[config.mk]
export PLATFORM = sky130hd
export DESIGN_NAME = upd1771c_pkt_seq
export DESIGN_NICKNAME = d
export VERILOG_FILES = /design/src/rtl/upd1771c_pkg.sv /design/src/rtl/upd1771c_byte_fifo.sv /design/src/rtl/upd1771c_pkt_seq.sv
export SDC_FILE = /design/constraint.sdc
export NUM_CORES = 1
export LEC_CHECK = 0
export ABC_AREA = 1
export BUFFER_PORTS_ARGS = -buffer_cell sky130_fd_sc_hd__buf_2
export CAP_MARGIN = 20
export CORE_ASPECT_RATIO = 0.6
export CORE_MARGIN = 2
export CORE_UTILIZATION = 50
export DETAILED_ROUTE_END_ITERATION = 16
export HOLD_SLACK_MARGIN = 0.15
export PLACE_DENSITY = 0.68
export SYNTH_ARGS = -nofsm -noshare
export SYNTH_HDL_FRONTEND = slang
export SYNTH_SLANG_ARGS = --single-unit
export TNS_END_PERCENT = 1
[constraint.sdc]
create_clock -name CLK -period 2.7 [get_ports CLK]
set_input_delay 0.54 -clock CLK [delete_from_list [all_inputs] [get_ports CLK]]
set_output_delay 0.54 -clock CLK [all_outputs]
set_load 0.01 [all_outputs]
[src/rtl/upd1771c_pkg.sv]
// Shared types for the uPD1771C host-side packet sequencer: FSM states and FIFO entries.
package upd1771c_pkg;

  typedef enum logic [2:0] {
    ST_IDLE    = 3'd0,
    ST_WAIT_HI = 3'd1,
    ST_STROBE  = 3'd2,
    ST_HOLD    = 3'd3,
    ST_WAIT_LO = 3'd4,
    ST_FLUSH   = 3'd5
  } seq_state_t;

  typedef struct packed {
    logic       first;
    logic [7:0] data;
  } pkt_entry_t;

endpackage

[src/rtl/upd1771c_byte_fifo.sv]
// Synchronous FIFO of packet entries; pointers carry an extra MSB for full/empty detection.
module upd1771c_byte_fifo
  import upd1771c_pkg::*;
#(
  parameter int DEPTH = 8
) (
  input  logic                   clk,
  input  logic                   rst,
  input  logic                   push,
  input  pkt_entry_t             push_data,
  input  logic                   pop,
  output pkt_entry_t             head,
  output logic [$clog2(DEPTH):0] level,
  output logic                   full,
  output logic                   empty
);

  localparam int AW = $clog2(DEPTH);
  localparam logic [AW:0] PTR_INC = (AW + 1)'(1);

  pkt_entry_t  mem [DEPTH];
  logic [AW:0] wr_ptr;
  logic [AW:0] rd_ptr;

  always_ff @(posedge clk or posedge rst) begin
    if (rst) begin
      wr_ptr <= '0;
      rd_ptr <= '0;
    end else begin
      if (push) wr_ptr <= wr_ptr + PTR_INC;
      if (pop)  rd_ptr <= rd_ptr + PTR_INC;
    end
  end

  always_ff @(posedge clk) begin
    if (push) mem[wr_ptr[AW-1:0]] <= push_data;
  end

  assign head  = mem[rd_ptr[AW-1:0]];
  assign level = wr_ptr - rd_ptr;
  assign empty = (wr_ptr == rd_ptr);
  assign full  = (wr_ptr[AW] != rd_ptr[AW]) && (wr_ptr[AW-1:0] == rd_ptr[AW-1:0]);

endmodule

[src/rtl/upd1771c_pkt_seq.sv]
// Packet sequencer: buffers CPU command bytes and strobes them into the uPD1771C write port,
// pacing continuation bytes against the chip's DSB handshake.
module upd1771c_pkt_seq
  import upd1771c_pkg::*;
#(
  parameter int DEPTH     = 8,
  parameter int WR_CYCLES = 8,
  parameter int TIMEOUT   = 4096
) (
  input  logic                   CLK,
  input  logic                   RES,
  input  logic                   CKEN,
  input  logic [7:0]             S_DATA,
  input  logic                   S_FIRST,
  input  logic                   S_VALID,
  output logic                   S_READY,
  output logic [$clog2(DEPTH):0] LEVEL,
  output logic [7:0]             DOUT,
  output logic                   NCS,
  output logic                   NWR,
  input  logic                   DSB,
  output logic                   BUSY,
  output logic                   ERR,
  input  logic                   ERR_CLR,
  output seq_state_t             DBG_STATE
);

  localparam int SW = (WR_CYCLES > 1) ? $clog2(WR_CYCLES) : 1;
  localparam int TW = $clog2(TIMEOUT + 1);

  seq_state_t    state;
  pkt_entry_t    head;
  logic          full, empty, push, pop;
  logic          dsb_q1, dsb_s;
  logic          pkt_open, cur_first;
  logic [7:0]    cur_data;
  logic [SW-1:0] stb_cnt;
  logic [TW-1:0] to_cnt;
  logic          to_hit, err_set;

  // Handshake: a byte is taken on any CLK edge where S_VALID && S_READY; S_READY is !full only,
  // never depends on S_VALID, and pushes ignore CKEN.
  assign push      = S_VALID && !full;
  assign S_READY   = !full;
  assign BUSY      = (state != ST_IDLE) || !empty;
  assign DBG_STATE = state;

  upd1771c_byte_fifo #(.DEPTH(DEPTH)) u_fifo (
    .clk       (CLK),
    .rst       (RES),
    .push      (push),
    .push_data ({S_FIRST, S_DATA}),
    .pop       (pop),
    .head      (head),
    .level     (LEVEL),
    .full      (full),
    .empty     (empty)
  );

  always_ff @(posedge CLK or posedge RES) begin
    if (RES) begin
      dsb_q1 <= 1'b0;
      dsb_s  <= 1'b0;
    end else begin
      dsb_q1 <= DSB;
      dsb_s  <= dsb_q1;
    end
  end

  always_comb begin
    pop     = 1'b0;
    err_set = 1'b0;
    to_hit  = (to_cnt == TW'(TIMEOUT - 1));
    if (CKEN && !empty) begin
      case (state)
        ST_IDLE:  pop = 1'b1;
        ST_FLUSH: pop = !head.first;
        default:  pop = 1'b0;
      endcase
    end
    // Orphan continuation byte, or the chip never answered within the timeout window.
    if (CKEN) begin
      if (state == ST_IDLE && !empty && !head.first && !pkt_open) err_set = 1'b1;
      if (state == ST_WAIT_HI && !dsb_s && to_hit)                err_set = 1'b1;
      if (state == ST_WAIT_LO && dsb_s && to_hit)                 err_set = 1'b1;
    end
  end

  always_ff @(posedge CLK or posedge RES) begin
    if (RES) begin
      state     <= ST_IDLE;
      pkt_open  <= 1'b0;
      cur_first <= 1'b0;
      cur_data  <= 8'h00;
      stb_cnt   <= '0;
      to_cnt    <= '0;
      DOUT      <= 8'h00;
      NCS       <= 1'b1;
      NWR       <= 1'b1;
      ERR       <= 1'b0;
    end else begin
      if (err_set)      ERR <= 1'b1;
      else if (ERR_CLR) ERR <= 1'b0;

      if (CKEN) begin
        case (state)
          ST_IDLE: begin
            if (!empty) begin
              cur_data  <= head.data;
              cur_first <= head.first;
              if (head.first) begin
                pkt_open <= 1'b1;
                state    <= ST_STROBE;
              end else if (pkt_open) begin
                to_cnt <= '0;
                state  <= ST_WAIT_HI;
              end
            end
          end
          ST_WAIT_HI: begin
            if (dsb_s) begin
              state <= ST_STROBE;
            end else if (to_hit) begin
              pkt_open <= 1'b0;
              state    <= ST_FLUSH;
            end else begin
              to_cnt <= to_cnt + TW'(1);
            end
          end
          ST_STROBE: begin
            // First cycle in STROBE only launches the strobe; DOUT is set together with NCS.
            if (NCS) begin
              NCS     <= 1'b0;
              NWR     <= 1'b0;
              DOUT    <= cur_data;
              stb_cnt <= '0;
            end else if (stb_cnt == SW'(WR_CYCLES - 1)) begin
              NCS   <= 1'b1;
              NWR   <= 1'b1;
              state <= ST_HOLD;
            end else begin
              stb_cnt <= stb_cnt + SW'(1);
            end
          end
          ST_HOLD: begin
            if (cur_first) begin
              state <= ST_IDLE;
            end else begin
              to_cnt <= '0;
              state  <= ST_WAIT_LO;
            end
          end
          ST_WAIT_LO: begin
            if (!dsb_s) begin
              state <= ST_IDLE;
            end else if (to_hit) begin
              pkt_open <= 1'b0;
              state    <= ST_FLUSH;
            end else begin
              to_cnt <= to_cnt + TW'(1);
            end
          end
          ST_FLUSH: begin
            if (empty || head.first) state <= ST_IDLE;
          end
          default: state <= ST_IDLE;
        endcase
      end
    end
  end

endmodule

==> impl_summary.txt <==
----------------------------------------------------
[Synthesis]
  Most frequent cells after synthesis ... sky130_fd_sc_hd__nand2_1, sky130_fd_sc_hd__edfxtp_1, sky130_fd_sc_hd__nor2_1, sky130_fd_sc_hd__dfrtp_1
  Synthesized area per cell ... 9.93 µm²
  Area fraction of the dominant cell type after synthesis ... 38.5%
  Count of flip-flops with a built-in enable after synthesis ... 72
  Largest cells by area after synthesis ... sky130_fd_sc_hd__edfxtp_1, sky130_fd_sc_hd__dfrtp_1, sky130_fd_sc_hd__nand2_1
  Post-Syn Nets ... between 500 and 600
  Fraction of registers with async set or reset after synthesis ... 41.0%
  Cell count after synthesis ... 566
  Count of warnings emitted by yosys ... 0
  Dominant cell by count in the synthesized netlist ... sky130_fd_sc_hd__nand2_1
  Post-synthesis register bit count ... 122
  Post-synthesis cell type count ... 38
  Sequential area share after synthesis ... 60.8%
  Library cell occupying the most area in the post-synthesis netlist ... sky130_fd_sc_hd__edfxtp_1
  Most common flop cell mapped by yosys ... sky130_fd_sc_hd__edfxtp_1
  Netlist area before placement ... between 0.005 and 0.006 mm²

[Detailed routing]
  Initial DRC Count ... 615
  Number of iterations in the first detailed-routing pass ... 5
  Average via count per standard cell ... 5.54
  DR WL/cell ... around 18 µm
  Final wirelength ... about 14,000 µm
  Number of nets still failing antenna checks after routing ... 0
  Drt drc ... 0
  Total number of vias ... 4,206

[Floorplan]
  Standard-cell row count ... 29
  Placeable Area ... 0.0107 mm²
  Number of primary I/O pins ... 35
  Height of the die ... 86.1 µm
  Die area ... 0.0121 mm²
  Chip Width ... between 100 and 150 µm
  Effective utilization at floorplan ... 52.3%

[Clock network]
  Number of post-CTS setup repair buffers ... 0
  Later-pin clock latency in the skew report ... 0.41 ns
  H-Tree Level Count ... 4
  Resize count post-CTS ... 0
  TritonCTS Buffers ... 17
  Clk Tree Root Cell ... sky130_fd_sc_hd__clkbuf_16
  Sink Count ... 122
  Clock transition at the registers of the reported paths ... 0.06 ns
  Buffer levels on the longest clock path ... 2
  TritonCTS clock tree ... built
  Cts hold-fix bufs ... 0

[Setup path]
  Critical path class ... reg -> out
  Crit start category ... flop
  Reg2reg start ... u_fifo.wr_ptr[0]
  Worst setup path end ... LEVEL[2]
  Worst R2R Path Depth ... 9
  Capturing point of the worst reg2reg path ... u_fifo.mem[3][7]
  Arrival time of the worst setup path ... 1.92 ns
  Worst setup path startpoint ... u_fifo.rd_ptr[1]
  Required time of the critical path ... 2.16 ns
  Maximum fanout encountered on the critical timing path ... 24
  Flop-to-flop setup slack ... 0.30 ns
  Crit end category ... output pin

[Final layout]
  Fraction of the core area covered by cells at the end of the flow ... 60.5%
  Total inserted antenna cells ... 0
  Post-synthesis to final-layout area growth ... 15.7%
  Fill cell total of the finished layout ... 892
  Count of nets after finishing ... 631
  Proportion of layout cells with a drive suffix above 1 ... 16.1%

[Global route]
  Pin count of the biggest net entering global routing ... 51
  First-pass GRT wire length ... 21,800 µm
  Number of global-route vias before repair ... 3,997
  Overflow left after global routing ... 0
  Number of antenna violations at the first check in global routing ... 0
  Gr usage total ... between 20 and 25%

[Place]
  IO buf count ... 34
  Post-DP HPWL ... roughly 9600 µm
  Weighted congestion at the end of routability-driven global placement ... 0.924

[Power]
  Standby leakage power ... 0.00275 µW
  Power per Cell Area ... 1180 mW/mm²
  Worst VDD drop ... 0.572 mV

[Timing]
  Setup repair after global routing missed its margin ... false
  Slew Viols, Final ... 0
  Total setup violations reported at the end of the flow ... 0
  Shortest clock period the worst path allows after layout ... ~2.5 ns
  Total Neg Setup Slack ... 0 ns
  Maximum clock frequency ... ~410 MHz
  Number of failing hold endpoints at the final stage ... 0
  Worst-Margin Slew ... 0.827 ns
  Max-slew headroom ... 44.7%
  Share of the clock period used by the worst path after layout ... 91.2%
  Setup clock skew after layout ... 0.00822 ns

[Worst hold path]
  Hold WC Path Type ... in -> reg

[Outcome]
  Status ... finished, final reports clean

[Job]
  Number of max-capacitance violations reported ... 0

----------------------------------------------------
-- logic make-up after synthesis --
logic type	count (synthesis)	synth area share (%)
flip-flops	122	60.8
AND/OR/NAND/NOR	255	20.2
buffers and inverters	80	5.92
XOR/XNOR	11	1.85
AO/OA/AOI/OAI	89	9.11
adder cells (fa/ha/maj)	9	2.14
-- state kept, by name, indices dropped and copies added (netlist names), 3 cells and up --
name and cells:
u_fifo.mem 72, to_cnt 13, DOUT 8, cur_data 8, u_fifo.rd_ptr 4, u_fifo.wr_ptr 4
DBG_STATE 3, stb_cnt 3
-- layout by cell type, fill, tap and decap left out, types with 13 or more instances in the layout --
cell type                   instances
sky130_fd_sc_hd__buf_2             34
sky130_fd_sc_hd__clkbuf_16         17
sky130_fd_sc_hd__dfrtp_1           48
sky130_fd_sc_hd__edfxtp_1          72
sky130_fd_sc_hd__inv_1             45
sky130_fd_sc_hd__inv_2             13
sky130_fd_sc_hd__nand2_1          119
sky130_fd_sc_hd__nand3_1           44
sky130_fd_sc_hd__nor2_1            67
sky130_fd_sc_hd__o21ai_0           46
sky130_fd_sc_hd__o21ai_1           14
-- layer usage --
layer / GRT usage, % / up-vias / part of all wire [%] / wire length, µm
met4: 7.55 / 0 / 1.1 / 153
met5: 0 / - / 0 / 0
met2: 32.3 / 176 / 39 / 5350
li1: - / 2001 / - / -
met1: 37.6 / 2013 / 50 / 6780
met3: 8.32 / 16 / 10 / 1390
-- cell type report --
cell class	count	area (µm²)	share of cell area [%]
clock buffers	19	433	6.66
multi-input cells	364	1870	28.8
flip-flops and latches	122	3420	52.6
inverters	60	225	3.46
clock inverters	13	153	2.35
repair buffers	42	230	3.54
well taps	139	174	2.68
-- worst max-delay path, cell delays in order, from the launching register on --
cell and delay, ns:
sky130_fd_sc_hd__dfrtp_1 0.38, sky130_fd_sc_hd__buf_4 0.23, sky130_fd_sc_hd__fa_1 0.47, sky130_fd_sc_hd__xnor2_1 0.24, sky130_fd_sc_hd__buf_2 0.18
-- per-stage QoR --
stage / cell area (µm²) / std cells / setup slack (ns) / power (µW) / hold WS [ns]
floorplan: 5620 / 566 / 0.337 / 4530 / 0.331
global placement: 5910 / 727 / 0.487 / 5370 / 0.333
detailed placement: 5910 / 727 / 0.371 / 5410 / 0.343
CTS: 6500 / 759 / 0.263 / 7670 / 0.218
global route: 6500 / 759 / 0.0969 / 8160 / 0.227
finish: 6500 / 759 / 0.238 / 7690 / 0.231
-- worst min-delay path by stage --
stage / startpoint / endpoint / slack, ns / cells after the start
floorplan: dsb_q1 / dsb_s / 0.33 / 0
global placement: dsb_q1 / dsb_s / 0.33 / 0
detailed placement: dsb_q1 / dsb_s / 0.34 / 0
CTS: DSB / dsb_q1 / 0.22 / 1
global route: DSB / dsb_q1 / 0.23 / 1
finish: DSB / dsb_q1 / 0.23 / 1
-- power by group --
part | total, µW | internal [µW] | switching, µW
Sequential | 2690 | 2430 | 256
Clock | 2250 | 1440 | 813
Combinational | 2740 | 843 | 1900
(Power assumes the default switching activity.)
